$ cat src/rtl/lc3b_types.sv
// Shared LC-3b types, control-store bit indices and MEM-stage state enum.
// IND_PTR exists only when INDIRECT_EN is defined.
package lc3b_types;

    typedef logic [15:0] lc3b_word;
    typedef logic [10:0] lc3b_eleven;
    typedef logic [2:0]  lc3b_nzp;

    localparam int CS_MEM_READ     = 0;
    localparam int CS_MEM_WRITE    = 1;
    localparam int CS_MEM_BYTE     = 2;
    localparam int CS_MEM_INDIRECT = 3;
    localparam int CS_REGWE        = 4;

`ifdef INDIRECT_EN
    typedef enum logic [1:0] {
        IDLE    = 2'd0,
        IND_PTR = 2'd1,
        ACCESS  = 2'd2
    } mem_state_e;
`else
    typedef enum logic [1:0] {
        IDLE    = 2'd0,
        ACCESS  = 2'd2
    } mem_state_e;
`endif

endpackage

$ cat src/rtl/mem_stage_ctrl_if.sv
// Data-cache request/response bundle between the MEM stage and the cache.
interface mem_stage_ctrl_if;
    import lc3b_types::*;

    logic       dmem_read;
    logic       dmem_write;
    lc3b_word   dmem_address;
    lc3b_word   dmem_wdata;
    logic [1:0] dmem_byte_enable;
    lc3b_word   dmem_rdata;
    logic       dmem_resp;

    modport master (
        output dmem_read, dmem_write, dmem_address,
        output dmem_wdata, dmem_byte_enable,
        input  dmem_rdata, dmem_resp
    );

    modport slave (
        input  dmem_read, dmem_write, dmem_address,
        input  dmem_wdata, dmem_byte_enable,
        output dmem_rdata, dmem_resp
    );
endinterface

$ cat src/rtl/mem_byte_align.sv
// Byte-lane steering: enables, store replication, load select/sign-extend.
module mem_byte_align
    import lc3b_types::*;
(
    input  logic       byte_op,
    input  logic       addr0,
    input  lc3b_word   store_data,
    input  lc3b_word   rdata,
    output logic [1:0] byte_enable,
    output lc3b_word   wdata,
    output lc3b_word   load_data
);
    logic [7:0] sel;

    always_comb begin
        sel         = addr0 ? rdata[15:8] : rdata[7:0];
        byte_enable = 2'b11;
        wdata       = store_data;
        load_data   = rdata;
        if (byte_op) begin
            byte_enable = addr0 ? 2'b10 : 2'b01;
            wdata       = {store_data[7:0], store_data[7:0]};
            load_data   = {{8{sel[7]}}, sel};
        end
    end
endmodule

$ cat src/rtl/mem_stage_ctrl.sv
// MEM stage controller: data-cache sequencing and WB latch.
// INDIRECT_EN adds the pointer-fetch state for indirect loads/stores.
module mem_stage_ctrl
    import lc3b_types::*;
(
    input  logic                    clk,
    input  logic                    rst_n,
    input  logic                    mem_valid,
    input  lc3b_eleven              mem_cs,
    input  lc3b_word                mem_address,
    input  lc3b_word                mem_aluresult,
    input  lc3b_word                mem_ir,
    input  lc3b_nzp                 mem_drid,
    mem_stage_ctrl_if.master        dmem,
    output logic                    stall,
    output logic                    wb_valid,
    output lc3b_word                wb_data,
    output lc3b_nzp                 wb_drid,
    output logic                    wb_regwe,
    output lc3b_word                wb_ir
);
    mem_state_e state_q, state_d;
    lc3b_word   addr_q, sdata_q, ir_q;
    lc3b_eleven cs_q;
    lc3b_nzp    drid_q;

    logic       memop, byte_op, is_read, rd, wr, stall_c;
    logic [1:0] al_be, be;
    lc3b_word   al_wdata, load_data, addr_o, wdata_o;
    logic       unused_cs;

    assign memop     = mem_cs[CS_MEM_READ] | mem_cs[CS_MEM_WRITE];
    assign is_read   = cs_q[CS_MEM_READ];
    assign byte_op   = (state_q == ACCESS) & cs_q[CS_MEM_BYTE];
    assign unused_cs = ^{cs_q[10:5], cs_q[CS_MEM_INDIRECT]};

    mem_byte_align u_align (
        .byte_op     (byte_op),
        .addr0       (addr_q[0]),
        .store_data  (sdata_q),
        .rdata       (dmem.dmem_rdata),
        .byte_enable (al_be),
        .wdata       (al_wdata),
        .load_data   (load_data)
    );

    always_comb begin
        state_d = state_q;
        stall_c = 1'b0;
        rd      = 1'b0;
        wr      = 1'b0;
        addr_o  = '0;
        wdata_o = '0;
        be      = 2'b00;
        unique case (state_q)
            IDLE: begin
                if (mem_valid && memop) begin
                    stall_c = 1'b1;
`ifdef INDIRECT_EN
                    state_d = mem_cs[CS_MEM_INDIRECT] ? IND_PTR : ACCESS;
`else
                    state_d = ACCESS;
`endif
                end
            end
`ifdef INDIRECT_EN
            IND_PTR: begin
                stall_c = 1'b1;
                rd      = 1'b1;
                addr_o  = {addr_q[15:1], 1'b0};
                be      = al_be;
                if (dmem.dmem_resp) state_d = ACCESS;
            end
`endif
            ACCESS: begin
                // read wins when a malformed cs sets both
                rd      = is_read;
                wr      = cs_q[CS_MEM_WRITE] & ~is_read;
                addr_o  = byte_op ? addr_q : {addr_q[15:1], 1'b0};
                be      = al_be;
                wdata_o = wr ? al_wdata : '0;
                stall_c = ~dmem.dmem_resp;
                if (dmem.dmem_resp) state_d = IDLE;
            end
            default: state_d = IDLE;
        endcase
    end

    assign stall                 = stall_c & rst_n;
    assign dmem.dmem_read        = rd;
    assign dmem.dmem_write       = wr;
    assign dmem.dmem_address     = addr_o;
    assign dmem.dmem_wdata       = wdata_o;
    assign dmem.dmem_byte_enable = be;

    always_ff @(posedge clk or negedge rst_n) begin
        if (!rst_n) begin
            state_q  <= IDLE;
            addr_q   <= '0;
            sdata_q  <= '0;
            ir_q     <= '0;
            cs_q     <= '0;
            drid_q   <= '0;
            wb_valid <= 1'b0;
            wb_data  <= '0;
            wb_drid  <= '0;
            wb_regwe <= 1'b0;
            wb_ir    <= '0;
        end else begin
            state_q  <= state_d;
            wb_valid <= 1'b0;
            unique case (state_q)
                IDLE: begin
                    if (mem_valid && memop) begin
                        addr_q  <= mem_address;
                        sdata_q <= mem_aluresult;
                        cs_q    <= mem_cs;
                        ir_q    <= mem_ir;
                        drid_q  <= mem_drid;
                    end else if (mem_valid) begin
                        wb_valid <= 1'b1;
                        wb_data  <= mem_aluresult;
                        wb_drid  <= mem_drid;
                        wb_ir    <= mem_ir;
                        wb_regwe <= mem_cs[CS_REGWE];
                    end
                end
`ifdef INDIRECT_EN
                IND_PTR: begin
                    if (dmem.dmem_resp) addr_q <= dmem.dmem_rdata;
                end
`endif
                ACCESS: begin
                    if (dmem.dmem_resp) begin
                        wb_valid <= 1'b1;
                        wb_regwe <= cs_q[CS_REGWE] & is_read;
                        wb_drid  <= drid_q;
                        wb_ir    <= ir_q;
                        if (is_read) wb_data <= load_data;
                    end
                end
                default: ;
            endcase
        end
    end
endmodule

$ cat src/flat_wrapper.sv
// flat-port wrapper written by rule: the top's interface ports become plain ports
module mem_stage_ctrl_flat import lc3b_types::*;
  (clk, rst_n, mem_valid, mem_cs, mem_address, mem_aluresult, mem_ir, mem_drid, stall, wb_valid, wb_data, wb_drid, wb_regwe, wb_ir, dmem_dmem_read, dmem_dmem_write, dmem_dmem_address, dmem_dmem_wdata, dmem_dmem_byte_enable, dmem_dmem_rdata, dmem_dmem_resp);
  mem_stage_ctrl_if dmem_i ();
  input  logic clk;
  input  logic rst_n;
  input  logic mem_valid;
  input  lc3b_eleven mem_cs;
  input  lc3b_word mem_address;
  input  lc3b_word mem_aluresult;
  input  lc3b_word mem_ir;
  input  lc3b_nzp mem_drid;
  output logic stall;
  output logic wb_valid;
  output lc3b_word wb_data;
  output lc3b_nzp wb_drid;
  output logic wb_regwe;
  output lc3b_word wb_ir;
  output wire logic [$bits(dmem_i.dmem_read)-1:0] dmem_dmem_read;
  output wire logic [$bits(dmem_i.dmem_write)-1:0] dmem_dmem_write;
  output wire logic [$bits(dmem_i.dmem_address)-1:0] dmem_dmem_address;
  output wire logic [$bits(dmem_i.dmem_wdata)-1:0] dmem_dmem_wdata;
  output wire logic [$bits(dmem_i.dmem_byte_enable)-1:0] dmem_dmem_byte_enable;
  input wire logic [$bits(dmem_i.dmem_rdata)-1:0] dmem_dmem_rdata;
  input wire logic [$bits(dmem_i.dmem_resp)-1:0] dmem_dmem_resp;
  assign dmem_dmem_read = dmem_i.dmem_read;
  assign dmem_dmem_write = dmem_i.dmem_write;
  assign dmem_dmem_address = dmem_i.dmem_address;
  assign dmem_dmem_wdata = dmem_i.dmem_wdata;
  assign dmem_dmem_byte_enable = dmem_i.dmem_byte_enable;
  assign dmem_i.dmem_rdata = dmem_dmem_rdata;
  assign dmem_i.dmem_resp = dmem_dmem_resp;
  mem_stage_ctrl u_core (.clk(clk), .rst_n(rst_n), .mem_valid(mem_valid), .mem_cs(mem_cs), .mem_address(mem_address), .mem_aluresult(mem_aluresult), .mem_ir(mem_ir), .mem_drid(mem_drid), .dmem(dmem_i), .stall(stall), .wb_valid(wb_valid), .wb_data(wb_data), .wb_drid(wb_drid), .wb_regwe(wb_regwe), .wb_ir(wb_ir));
endmodule
$ cat config.mk
export PLATFORM = sky130hd
export DESIGN_NAME = mem_stage_ctrl_flat
export DESIGN_NICKNAME = d
export VERILOG_FILES = /design/src/rtl/lc3b_types.sv /design/src/rtl/mem_stage_ctrl_if.sv /design/src/rtl/mem_byte_align.sv /design/src/rtl/mem_stage_ctrl.sv /design/src/flat_wrapper.sv
export SDC_FILE = /design/constraint.sdc
export NUM_CORES = 1
export LEC_CHECK = 0
export BUFFER_PORTS_ARGS = -buffer_cell sky130_fd_sc_hd__clkbuf_2
export CORE_UTILIZATION = 51
export CTS_BUF_LIST = sky130_fd_sc_hd__clkbuf_8
export DETAILED_ROUTE_END_ITERATION = 16
export PLACE_DENSITY = 0.88
export SYNTH_ARGS = -nofsm -noshare
export SYNTH_HDL_FRONTEND = slang
export SYNTH_SLANG_ARGS = --single-unit
$ cat constraint.sdc
create_clock -name clk -period 2.1 [get_ports clk]
set_input_delay 0.21 -clock clk [delete_from_list [all_inputs] [get_ports clk]]
set_output_delay 0.21 -clock clk [all_outputs]
set_load 0.1 [all_outputs]
After elaboration in Yosys (flattened, before gate mapping)
Index checks and enable logic that the tools add are counted.

Add/subtract/negate cells: 0. Multipliers: 0. Div/mod/pow operators: 0. $lt $le $gt $ge: 0. Eq/ne operators: 6. Shift-type cells: 0. Mux-type cells: 38. Bitwise logic cells: 7. Reductions and logical operators: 7.

Operators with widths (count): two-way mux 16 bit (12); one-hot mux 16 bit (2 select lines) (2); two-way mux 1 bit (10); two-way mux 2 bit (5); two-way mux 3 bit (3); two-way mux 8 bit (1); inequality test 2 bit, second input constant (3); one-hot mux 1 bit (2 select lines) (3); one-hot mux 3 bit (2 select lines) (1); AND reduction 5 bit (1); bitwise AND 1 bit (4); inequality test 2 x 1 -> 1 bit, second input constant (2); one-hot mux 2 bit (2 select lines) (1); AND reduction 2 bit (2); AND reduction 4 bit (1); == test 2 bit, second input constant (1); zero test 2 bit (1); NOT 1 bit (2); nonzero test 2 bit (1); logical AND 1 bit (1); bitwise OR 1 bit (1).

Register bits after elaboration: 95. Bits in latches: 0. RAM bits: 0. Memory bits (read-only): 0. Bits of input ports: 82. Output and inout bits: 74. Word-level logic and storage cells: 69. Memories kept: 0.

Logic depth before layout (Yosys ltp)
Word-level depth: 6. Gate-level depth with buffers: 6.

Hierarchy
From an unflattened synthesis, not the netlist that was laid out.

Cell total of the unflattened synthesis: 330. Area, all modules: 4880.9 um^2.

By module, submodules not included: mem_stage_ctrl (times used 1, cells each 285, area an instance 4501.8 um^2, seq. area each 2327.2 um^2); mem_byte_align (times used 1, cells each 45, area an instance 379.1 um^2, seq. area each 0.0 um^2).

Worst setup path after synthesis
Ideal clock, no wire load.

Path kind: reg2out. Start point: register u_core.state_q[1]. End point: output port dmem_dmem_wdata[0]. Arrival: 2547 ps. Data required time: 1890 ps. Setup slack: -657 ps. Stages on the path, launching flop included: 5. Path buffers: 1. Path through: dfrtp_1 -> buf_1 -> nand3b_1 -> inv_1 -> and2_1.

Word-level cells in the longest chain between the ends: 2.

RTL lines: start, declared (line mem_stage_ctrl.sv:22) `mem_state_e state_q, state_d;`; start signal, assigned (line mem_stage_ctrl.sv:110) `state_q <= state_d;`; == test 2 bit (line mem_stage_ctrl.sv:55) `unique case (state_q)`; two-way mux 16 bit (line mem_stage_ctrl.sv:55); end, declared (line flat_wrapper.sv:22) `output wire logic [$bits(dmem_i.dmem_wdata)-1:0] dmem_dmem_wdata;`.

No other way between the ends.

Worst setup path after layout
Start point: register u_core.state_q[1]. End point: output port dmem_dmem_wdata[3].

The elaborated chain is that of the path after synthesis.

==> impl.org <==
** Drt
- In the routed layout, each cell is associated on average with a via count of 5.66.
- In the final routed layout, each cell accounts on average for 18.5 um.
- Wire length reported by the detailed router :: 11300 um
- Number of DRC markers after the initial detailed-route iteration :: 151
- In the routed design, unresolved DRC markers number 0.
- DR vias :: 3448
- Remaining antenna violation count after routing :: 0
- The first detailed-routing pass took 4 iterations.

** STA
- Max Clk Rate :: 493 MHz
- Period Utilization, post-route :: 96.6%
- Counting I/O delays and the setup requirement, the final critical path takes 2.03 ns.
- Clock skew on the completed layout was measured at 0.00814 ns.
- The max-slew violation count was 0.
- Setup violations remaining at the end of the flow were counted as 0.
- Setup repair after global routing left no endpoint under its margin.
- At the pin with the least slew margin, the transition time is 0.574 ns.
- In this run the tightest slew margin relative to its limit is 61.7%.
- The count of final hold-check violations came to 0.

** Synth
- Most used standard cell by instance count after synthesis :: dfrtp_1
- Of all flip-flops after synthesis, the portion carrying an async set or reset was 100%.
- Share of the yosys chip area belonging to registers :: 54.4%
- In this run, synthesis inferred 0 flip-flops with an integrated enable.
- The synthesized netlist devotes 7.78% of its cell area to compound gates.
- dfrtp_1 takes more of the synthesized area than any other cell.
- Of the total synthesized cell area, the portion taken by XOR and XNOR cells is 0%.
- The synthesized netlist devotes 10.5% of its cell area to simple gates.
- Net count after synthesis :: 429
- In the post-synthesis netlist, the biggest area contributors are dfrtp_1 54%, mux2_2 23%, and2_1 3.8%.
- Number of synthesis warnings :: 0
- Among all flip-flop cells after synthesis, the most frequent one is dfrtp_1.
- Counting every instance in the synthesized netlist gives 347.
- In this run, synthesis produced a sequential element count of 93.
- Cell area after technology mapping :: 0.00428 sq mm
- Sorting the synthesized cells by how often they occur yields 93 x dfrtp_1, 88 x mux2_2, 26 x and2_1.
- After Yosys synthesis, full adders, half adders and majority gates account for 0% of the synthesized area.
- Multiplexer cells account for 24.2% of the synthesized area.
- Synth cell types :: 25
- The top cell type by area accounts for 54.4% of the synthesized area.
- Dominant combinational cell family by area after synthesis :: multiplexers
- The average instance in the mapped netlist occupies 12.3 sq um.

** Clock tree
- In this run the deepest clock path goes through 2 buffers.
- Total clock sinks :: 93
- Worst skew pair latency :: 0.36 ns
- Number of buffers created by CTS :: 9
- The tree is rooted in a clkbuf_8.
- Clock tree from TritonCTS :: done
- The H-tree generated during clock tree synthesis spans 3 levels.
- After clock tree synthesis, the clock-pin slew on the worst setup and hold paths is 0.10 ns.

** Floorplanning
- The floorplan has 33 rows.
- Horizontal die dimension :: 93.6 um
- Once the floorplan was initialized, standard cells occupied 52.3% of the core.
- The floorplan step defined a die boundary enclosing 0.00875 sq mm.
- I/O pin count :: 156
- Std-Cell Core Area :: 0.00818 sq mm
- Height of the die :: 93.6 um

** Final layout
- Non-filler cells, final :: 609
- Cells with a size suffix above 1 make up 58.7% of the layout.
- For this run, the post-layout net count is 581.
- The repair_antennas step left the layout with diodes totalling 0.
- Signed area change from the synthesized netlist to the final layout :: 41.0%

** Power
- The worst-case IR drop observed on VDD is 1210 uV.
- Total power per unit cell area :: 1450 mW/mm^2
- In this run the static leakage power is 0.00275 uW.
- Summing internal, switching and leakage power gives 8740 uW.

** Worst hold path
- The worst hold path was traced through 2 stages.
- In this run the worst hold path is classified as input pin to flop.

** Global routing
- First-pass GRT wire length :: 17600 um
- The initial antenna violation count is 0.
- Residual overflow from global routing :: 0
- Overall Global Routing Usage :: 26.6%
- Vias in the first global route :: 3598
- Pin count of the biggest net entering global routing :: 94

** Place
- Detailed Place HPWL :: 8060 um
- Placer's final routability congestion estimate :: 0.900
- Instance count after placement with tap cells included :: 589
- The count of buffers added on input and output ports is 148.

** Worst setup path
- WP data required :: 1.89 ns
- The worst setup path is launched from a flop.
- Biggest fanout along the worst timing path :: 26
- The number of cells on the worst reg-to-reg path is 4.
- Data arrival, critical path :: 1.82 ns
- Path type of the worst setup path :: flop to output pin
- Sort of element at the end of the critical path :: output pin

** Flow run
- Max-cap violation count :: 0

** Status
- The flow ran to the end, and the final reports show no timing, DRC or antenna violations.
cells by family (layout without fill, tap and decap cells):
logic type      after synthesis  after routing
simple gates                 87             87
mux                          92             92
buf+inv                      27            184
compound gates               48             48
flops                        93             93
through the flow:
step           hold WS, ns  area, sq um  TNS (ns)  util (%)  worst slack (ns)
6_report            0.0796         6030         0      73.7            0.0706
2_1_floorplan      -0.0856         4340     -3.24         -            -0.406
3_3_place_gp         0.341         5790         0      70.8             0.318
4_1_cts             0.0725         6000   -0.0335      73.4           -0.0107
5_1_grt             0.0755         6030         0      73.7            0.0121
3_5_place_dp         0.340         5790         0      70.8             0.289
critical path, cell delays in order, from the launching register on:
cell and delay, ns:
dfrtp_2 0.44, buf_8 0.18, nand3b_1 0.09, buf_4 0.15
clkinvlp_2 0.22, and2_4 0.22, buf_12 0.16
cell type report:
type,instances,area [sq um]
repair buffers,164,1470
well taps,105,131
repair inverters,1,5.00
clock buffers,9,124
flip-flops and latches,93,2330
inverters,3,18.8
multi-input cells,227,1890
clock inverters,7,57.6
fillers,568,2150
sequential cells by signal (all words and copies together), names as in the netlist:
| name | flops |
|---|---|
| u_core.wb_valid | 1 |
| u_core.wb_ir | 16 |
| u_core.state_q | 1 |
| u_core.wb_drid | 3 |
| u_core.ir_q | 16 |
| u_core.sdata_q | 16 |
| u_core.addr_q | 16 |
| u_core.wb_regwe | 1 |
| u_core.wb_data | 16 |
| u_core.cs_q | 4 |
| u_core.drid_q | 3 |
power breakdown:
| group | switching, uW | total, uW | internal [uW] |
|---|---|---|---|
| sequential | 349 | 2690 | 2340 |
| clock | 675 | 1120 | 449 |
| combinational | 3700 | 4930 | 1240 |
worst paths after layout:
kind                                           startpoint                        endpoint  slack, ns
hold / removal                            mem_address[11]   u_core.addr_q[11]$_DFFE_PN0P_       0.08
setup / recovery            u_core.state_q[1]$_DFFE_PN0P_              dmem_dmem_wdata[3]       0.07
hold reg to reg            u_core.wb_data[10]$_DFFE_PN0P_  u_core.wb_data[10]$_DFFE_PN0P_       0.50
setup reg to reg            u_core.state_q[1]$_DFFE_PN0P_     u_core.wb_regwe$_DFFE_PN0P_       0.27
max in group asynchronous                           rst_n   u_core.state_q[1]$_DFFE_PN0P_       1.25
min in group asynchronous                           rst_n     u_core.wb_ir[9]$_DFFE_PN0P_       0.47
cell usage in the layout, fill, tap and decap left out, drive strengths merged, types with 9 or more instances in the layout:
cell type / instances
buf: 53
o22ai: 9
mux2: 92
dfrtp: 93
o31ai: 16
nor2: 9
a21oi: 10
nand2: 22
and2: 26
clkbuf: 119
nand3: 17
metal layers:
metal  track usage [%]  up-vias  routed length [um]  share of wire (%)
met5                 0        -                   0                  0
met4              11.4        0                 335                3.0
met3              6.50       26                1010                8.9
met2              45.5      180                5630                 50
met1              31.9     1696                4290                 38
li1                  -     1546                   -                  -
repair_timing:
item                                    CTS  global route
endpoints found under the hold margin    93             0
hold buffers                              1             0
cloned                                    1             0
buffers inserted                          1             1
endpoints found under the setup margin   10            14
pin swaps                                 1             1
gates resized for setup                   4             5
Note: power is estimated with default switching activity, not from simulation.
